==> src/rtl/mem_port_arbiter.sv <==
// Shares one single-port memory between instruction fetch (IF) and load/store (LS):
// one transaction at a time, LS priority with a fetch anti-starvation streak, and a response timeout.
module mem_port_arbiter #(
  parameter int AW         = 32,
  parameter int DW         = 32,
  parameter int MAX_STREAK = 4,
  parameter int TIMEOUT    = 64
) (
  input  logic            clk,
  input  logic            rst_n,
  input  logic            if_req,
  input  logic [AW-1:0]   if_addr,
  output logic            if_done,
  output logic [DW-1:0]   if_rdata,
  input  logic            ls_req,
  input  logic            ls_we,
  input  logic [AW-1:0]   ls_addr,
  input  logic [DW-1:0]   ls_wdata,
  input  logic [DW/8-1:0] ls_be,
  output logic            ls_done,
  output logic [DW-1:0]   ls_rdata,
  output logic            err,
  output logic            stall_if,
  output logic            stall_mem,
  output logic            mem_req,
  output logic            mem_we,
  output logic [AW-1:0]   mem_addr,
  output logic [DW-1:0]   mem_wdata,
  output logic [DW/8-1:0] mem_be,
  input  logic            mem_ready,
  input  logic            mem_rvalid,
  input  logic [DW-1:0]   mem_rdata
);
  localparam int BW = DW / 8;
  localparam int TW = $clog2(TIMEOUT + 1);
  localparam int SW = $clog2(MAX_STREAK + 1);

  typedef enum logic [1:0] {S_IDLE, S_ISSUE, S_WAIT, S_DONE} state_e;
  typedef enum logic {OWN_IF, OWN_LS} owner_e;

  state_e          state_q;
  owner_e          own_q;
  logic [SW-1:0]   streak_q, streak_d;
  logic [TW-1:0]   timer_q;
  logic            mem_req_q, mem_we_q;
  logic [AW-1:0]   mem_addr_q;
  logic [DW-1:0]   mem_wdata_q;
  logic [BW-1:0]   mem_be_q;
  logic            if_done_q, ls_done_q, err_q;
  logic [DW-1:0]   if_rdata_q, ls_rdata_q;
  logic            grant, ls_wins, timed_out;

  // NOTE: every signal assigned in always_comb gets a default first, so no latch is inferred.
  always_comb begin
    ls_wins   = ls_req && !(if_req && streak_q == SW'(MAX_STREAK));
    grant     = (state_q == S_IDLE) && (if_req || ls_req);
    timed_out = timer_q >= TW'(TIMEOUT - 1);
    streak_d  = streak_q;
    if (!if_req) begin
      streak_d = '0;
    end else if (grant && !ls_wins) begin
      streak_d = '0;
    end else if (grant && streak_q != SW'(MAX_STREAK)) begin
      streak_d = streak_q + SW'(1);
    end
  end

  // NOTE: sequential state uses non-blocking assignments only, so every register samples pre-edge values.
  always_ff @(posedge clk or negedge rst_n) begin
    if (!rst_n) begin
      // NOTE: the read-data holding registers are reset too, because every output must read 0 in reset.
      state_q     <= S_IDLE;
      own_q       <= OWN_IF;
      streak_q    <= '0;
      timer_q     <= '0;
      mem_req_q   <= 1'b0;
      mem_we_q    <= 1'b0;
      mem_addr_q  <= '0;
      mem_wdata_q <= '0;
      mem_be_q    <= '0;
      if_done_q   <= 1'b0;
      ls_done_q   <= 1'b0;
      err_q       <= 1'b0;
      if_rdata_q  <= '0;
      ls_rdata_q  <= '0;
    end else begin
      streak_q  <= streak_d;
      if_done_q <= 1'b0;
      ls_done_q <= 1'b0;
      err_q     <= 1'b0;
      case (state_q)
        S_IDLE: begin
          if (grant) begin
            own_q       <= ls_wins ? OWN_LS : OWN_IF;
            mem_we_q    <= ls_wins && ls_we;
            mem_addr_q  <= ls_wins ? ls_addr : if_addr;
            mem_wdata_q <= (ls_wins && ls_we) ? ls_wdata : '0;
            mem_be_q    <= (ls_wins && ls_we) ? ls_be : '1;
            mem_req_q   <= 1'b1;
            timer_q     <= '0;
            state_q     <= S_ISSUE;
          end
        end
        S_ISSUE: begin
          timer_q <= timer_q + TW'(1);
          if (mem_ready) begin
            mem_req_q <= 1'b0;
            if (mem_we_q) begin
              ls_done_q <= 1'b1;
              state_q   <= S_DONE;
            end else begin
              state_q   <= S_WAIT;
            end
          end else if (timed_out) begin
            mem_req_q <= 1'b0;
            err_q     <= 1'b1;
            if_done_q <= (own_q == OWN_IF);
            ls_done_q <= (own_q == OWN_LS);
            if (own_q == OWN_IF) if_rdata_q <= '0;
            else                 ls_rdata_q <= '0;
            state_q   <= S_DONE;
          end
        end
        S_WAIT: begin
          timer_q <= timer_q + TW'(1);
          if (mem_rvalid || timed_out) begin
            // A late response loses to nothing; a timeout returns zero data with err.
            err_q     <= !mem_rvalid;
            if_done_q <= (own_q == OWN_IF);
            ls_done_q <= (own_q == OWN_LS);
            if (own_q == OWN_IF) if_rdata_q <= mem_rvalid ? mem_rdata : '0;
            else                 ls_rdata_q <= mem_rvalid ? mem_rdata : '0;
            state_q   <= S_DONE;
          end
        end
        S_DONE:  state_q <= S_IDLE;
        default: state_q <= S_IDLE;
      endcase
    end
  end

  assign if_done   = if_done_q;
  assign ls_done   = ls_done_q;
  assign err       = err_q;
  assign if_rdata  = if_rdata_q;
  assign ls_rdata  = ls_rdata_q;
  assign mem_req   = mem_req_q;
  assign mem_we    = mem_we_q;
  assign mem_addr  = mem_addr_q;
  assign mem_wdata = mem_wdata_q;
  assign mem_be    = mem_be_q;
  assign stall_if  = if_req && !if_done_q;
  assign stall_mem = ls_req && !ls_done_q;

endmodule

==> config.mk <==
export PLATFORM = sky130hd
export DESIGN_NAME = mem_port_arbiter
export DESIGN_NICKNAME = d
export VERILOG_FILES = /design/src/rtl/mem_port_arbiter.sv
export SDC_FILE = /design/constraint.sdc
export NUM_CORES = 1
export LEC_CHECK = 0
export ABC_AREA = 0
export CORE_MARGIN = 2
export CORE_UTILIZATION = 42
export DETAILED_ROUTE_END_ITERATION = 10
export PLACE_DENSITY = 0.89
export SKIP_LAST_GASP = 1
export SLEW_MARGIN = 5
export SYNTH_ARGS = -nofsm -noshare
export SYNTH_HDL_FRONTEND = slang
export SYNTH_SLANG_ARGS = --single-unit
export TNS_END_PERCENT = 30
==> constraint.sdc <==
create_clock -name clk -period 2.6 [get_ports clk]
set_input_delay 0.78 -clock clk [delete_from_list [all_inputs] [get_ports clk]]
set_output_delay 0.78 -clock clk [all_outputs]
set_load 0.02 [all_outputs]
==> results_dict.tcl <==
set metrics [dict create \
    clock-sinks 150 \
    synth_edf_count 0 \
    critPathBufInv 2 \
    fmax_mhz 394 \
    placement_rows 44 \
    grt.busiest_layer "met2" \
    ys_seq_area_frac 0.603 \
    viasPerCell 5.73 \
    die_area_um2 15800 \
    yosysMostFrequentCell "dfrtp_1" \
    synthAdderAreaFrac 0.0141 \
    r2r_cells 5 \
    path_cells "clkdlybuf4s50_1 -> nor2b_1 -> dlygate4sd2_1" \
    grt-ovfl-total 0 \
    synth_top_family_by_area "compound AO/OA/AOI/OAI gates" \
    worstHoldPathType "primary input to asynchronous set/reset pin" \
    fin_nets 898 \
    maxCapViolCount 0 \
    num_vias 5434 \
    synthTopCellsByArea "dfrtp_1 60%, a32o_2 11%, a222oi_1 5.1%" \
    power_per_cell_area_nw_per_um2 1220 \
    clockBufferDepth 2 \
    drv_slew 0 \
    required_ns 1.82 \
    end_kind "primary output" \
    r2r_end "ls_rdata[4]" \
    path_clk_slew_ns 0.06 \
    status "finished, final reports clean" \
    place.gp.congestion 0.892 \
    rsz0062_at_grt "yes" \
    synthDistinctLibCells 51 \
    antenna_found_initial 0 \
    finalHoldViolCount 0 \
    post-route-period-util 0.975 \
    multi_input_area_um2 2100 \
    num_antenna_cells 0 \
    hpwl_mm 14.1 \
    io_buffers 277 \
    io-pin-count 278 \
    grt_pass1_wl_mm 30.0 \
    synth_common_cells "150 x dfrtp_1, 60 x a32o_2, 41 x inv_1" \
    first_pass_iters 7 \
    ant_nets 0 \
    cts_buffers 17 \
    yosys_warnings 0 \
    ys_seq_elements 150 \
    wl_per_cell_um 19.9 \
    cp_max_fo 2 \
    synthXorXnorAreaFrac 0.00141 \
    syn-num-nets 622 \
    setup_viol 0 \
    cts_hold_buf 0 \
    arrival_ns 1.76 \
    grt_pass1_vias 5564 \
    track_usage 0.239 \
    synthSimpleGateAreaFrac 0.0503 \
    register_area_um2 3750 \
    areaGrowthSynthToFinish_pct 58.6 \
    placed_cell_area_um2 9280 \
    ys_async_sr_fraction 1.00 \
    cp_top_family "buffers and inverters" \
    nFillCells 998 \
    drive_gt1_frac 0.166 \
    ff2ff_setup_slack_ns 0.43 \
    cts_tree "yes" \
    synth_mux_area_frac 0.00683 \
    synth_flop_cell "dfrtp_1" \
    use_met3 0.0624 \
    vdd_drop_max_v 0.000509 \
    worst_path_largest_cell_delay_ns 0.50 \
    cts_max_level 4 \
    drcViolationCount 0 \
    period_needed_ns 2.54 \
    netlist_area_um2 6220 \
    grt_max_degree 55 \
    fp.dieW_um 126 \
    start_kind "primary input" \
    syn_area_per_cell_um2 13.1 \
    syn_inst 476 \
    tightestPinTransition_ns 0.652 \
    utilization 0.679 \
    reg2reg_from "timer_q[0]" \
    root_buffer "clkbuf_16" \
    synth_top_area_cell "dfrtp_1" \
    relSlewSlack 0.565 \
    finalWirelength_mm 18.9 \
    synth_compound_area_frac 0.261 \
    grt_use_met2 0.411 \
    met1_usage 0.288 \
    core_area_um2 14500 \
    die_y_um 126 \
    drt-initial-drc-count 356 \
    initial_core_util 0.428 \
    synth_top_area_frac 0.603 \
    critPathKind "primary input to primary output" \
    clkLatencyLatePin_ns 0.42 \
    skew_ns 0.0140 \
    slowest_stage "clkdlybuf4s50_1" \
    p_leak_nw 4.64 \
    design_area_um2 9870 \
]
-- worst max path at each step --
stage                    start      endpoint  slack, ns  depth (start not counted)
CTS                     ls_req     stall_mem      -0.05                          3
detailed placement      ls_req     stall_mem      -0.34                          3
finish                  if_req      stall_if       0.06                          3
global route            if_req      stall_if      -0.02                          3
floorplan           mem_rvalid  if_rdata[10]       0.48                          6
global placement        ls_req     stall_mem      -0.36                          3
-- through the flow --
stage          worst slack [ns]  std cells  setup TNS, ns  total power, mW  hold WS, ns
3_5_place_dp             -0.337        917         -0.603             9.65        0.482
4_1_cts                 -0.0547        949        -0.0547             12.1        0.319
5_1_grt                 -0.0191        949        -0.0191             12.6        0.345
3_3_place_gp             -0.357        917         -0.604             9.40        0.476
2_1_floorplan             0.479        476              0             7.09        0.484
6_report                 0.0638        949              0             12.0        0.323
-- state kept, by name (all words and copies together) (netlist names) --
name / flops
if_rdata: 32
mem_addr: 32
if_done: 1
mem_req: 1
mem_we: 1
mem_wdata: 32
state_q: 2
ls_done: 1
err: 1
streak_q: 3
ls_rdata: 32
mem_be: 4
timer_q: 7
own_q: 1
-- power by group --
part,total [mW],internal [mW],switching (mW)
Sequential,3.80,3.21,0.595
Combinational,5.80,2.83,2.97
Clock,2.41,1.29,1.12
Total,12.0,7.33,4.69
-- metal layers --
metal  share of wire  vias to the layer above
met4           0.026                        0
met3           0.082                       36
met1            0.38                     2671
li1                -                     2426
met2            0.51                      301
met5               0                        -
-- layout by cell type, fill, tap and decap left out, types with 2 or more instances in the layout --
cell type,netlist,final
inv_6,0,6
nand2_1,15,14
inv_1,41,41
mux2i_1,2,2
buf_12,0,8
and2_4,2,2
a32o_1,4,4
and2_1,4,4
inv_8,0,2
nor2_1,10,9
nor2b_1,7,7
o221ai_1,2,2
dfrtp_1,150,150
o21ai_0,13,13
a222oi_1,32,32
clkbuf_16,0,17
a21o_1,2,2
nand3_1,6,6
a21oi_1,4,3
o22a_1,4,4
a22o_1,33,33
o311ai_0,3,3
a22oi_1,2,2
clkinv_8,0,5
buf_4,0,14
a32o_2,60,60
and3_1,2,2
nand2b_1,2,2
nor3b_1,3,3
clkdlybuf4s50_1,0,274
ha_1,7,7
-- cell families (layout without fill, tap and decap cells) --
family | count (synthesis) | count (layout)
adder cells (fa/ha/maj) | 7 | 7
multiplexers | 4 | 4
flip-flops | 150 | 150
buffers and inverters | 84 | 373
AND/OR/NAND/NOR | 59 | 59
XOR/XNOR | 1 | 1
AO/OA/AOI/OAI | 171 | 171
-- layout make-up --
| cell class | count | area share |
|---|---|---|
| clock inverters | 15 | 0.0175 |
| repair buffers | 299 | 0.307 |
| flip-flops and latches | 150 | 0.380 |
| inverters | 42 | 0.0160 |
| clock buffers | 17 | 0.0431 |
| well taps | 184 | 0.0233 |
| multi-input cells | 242 | 0.212 |
-- timing repair --
| action | CTS | global route |
|---|---|---|
| setup endpoints to repair | 2 | 2 |
| gates cloned | 0 | 0 |
| resized for setup | 2 | 2 |
| setup buffers | 0 | 0 |
Power figures use the tool's default switching activity.
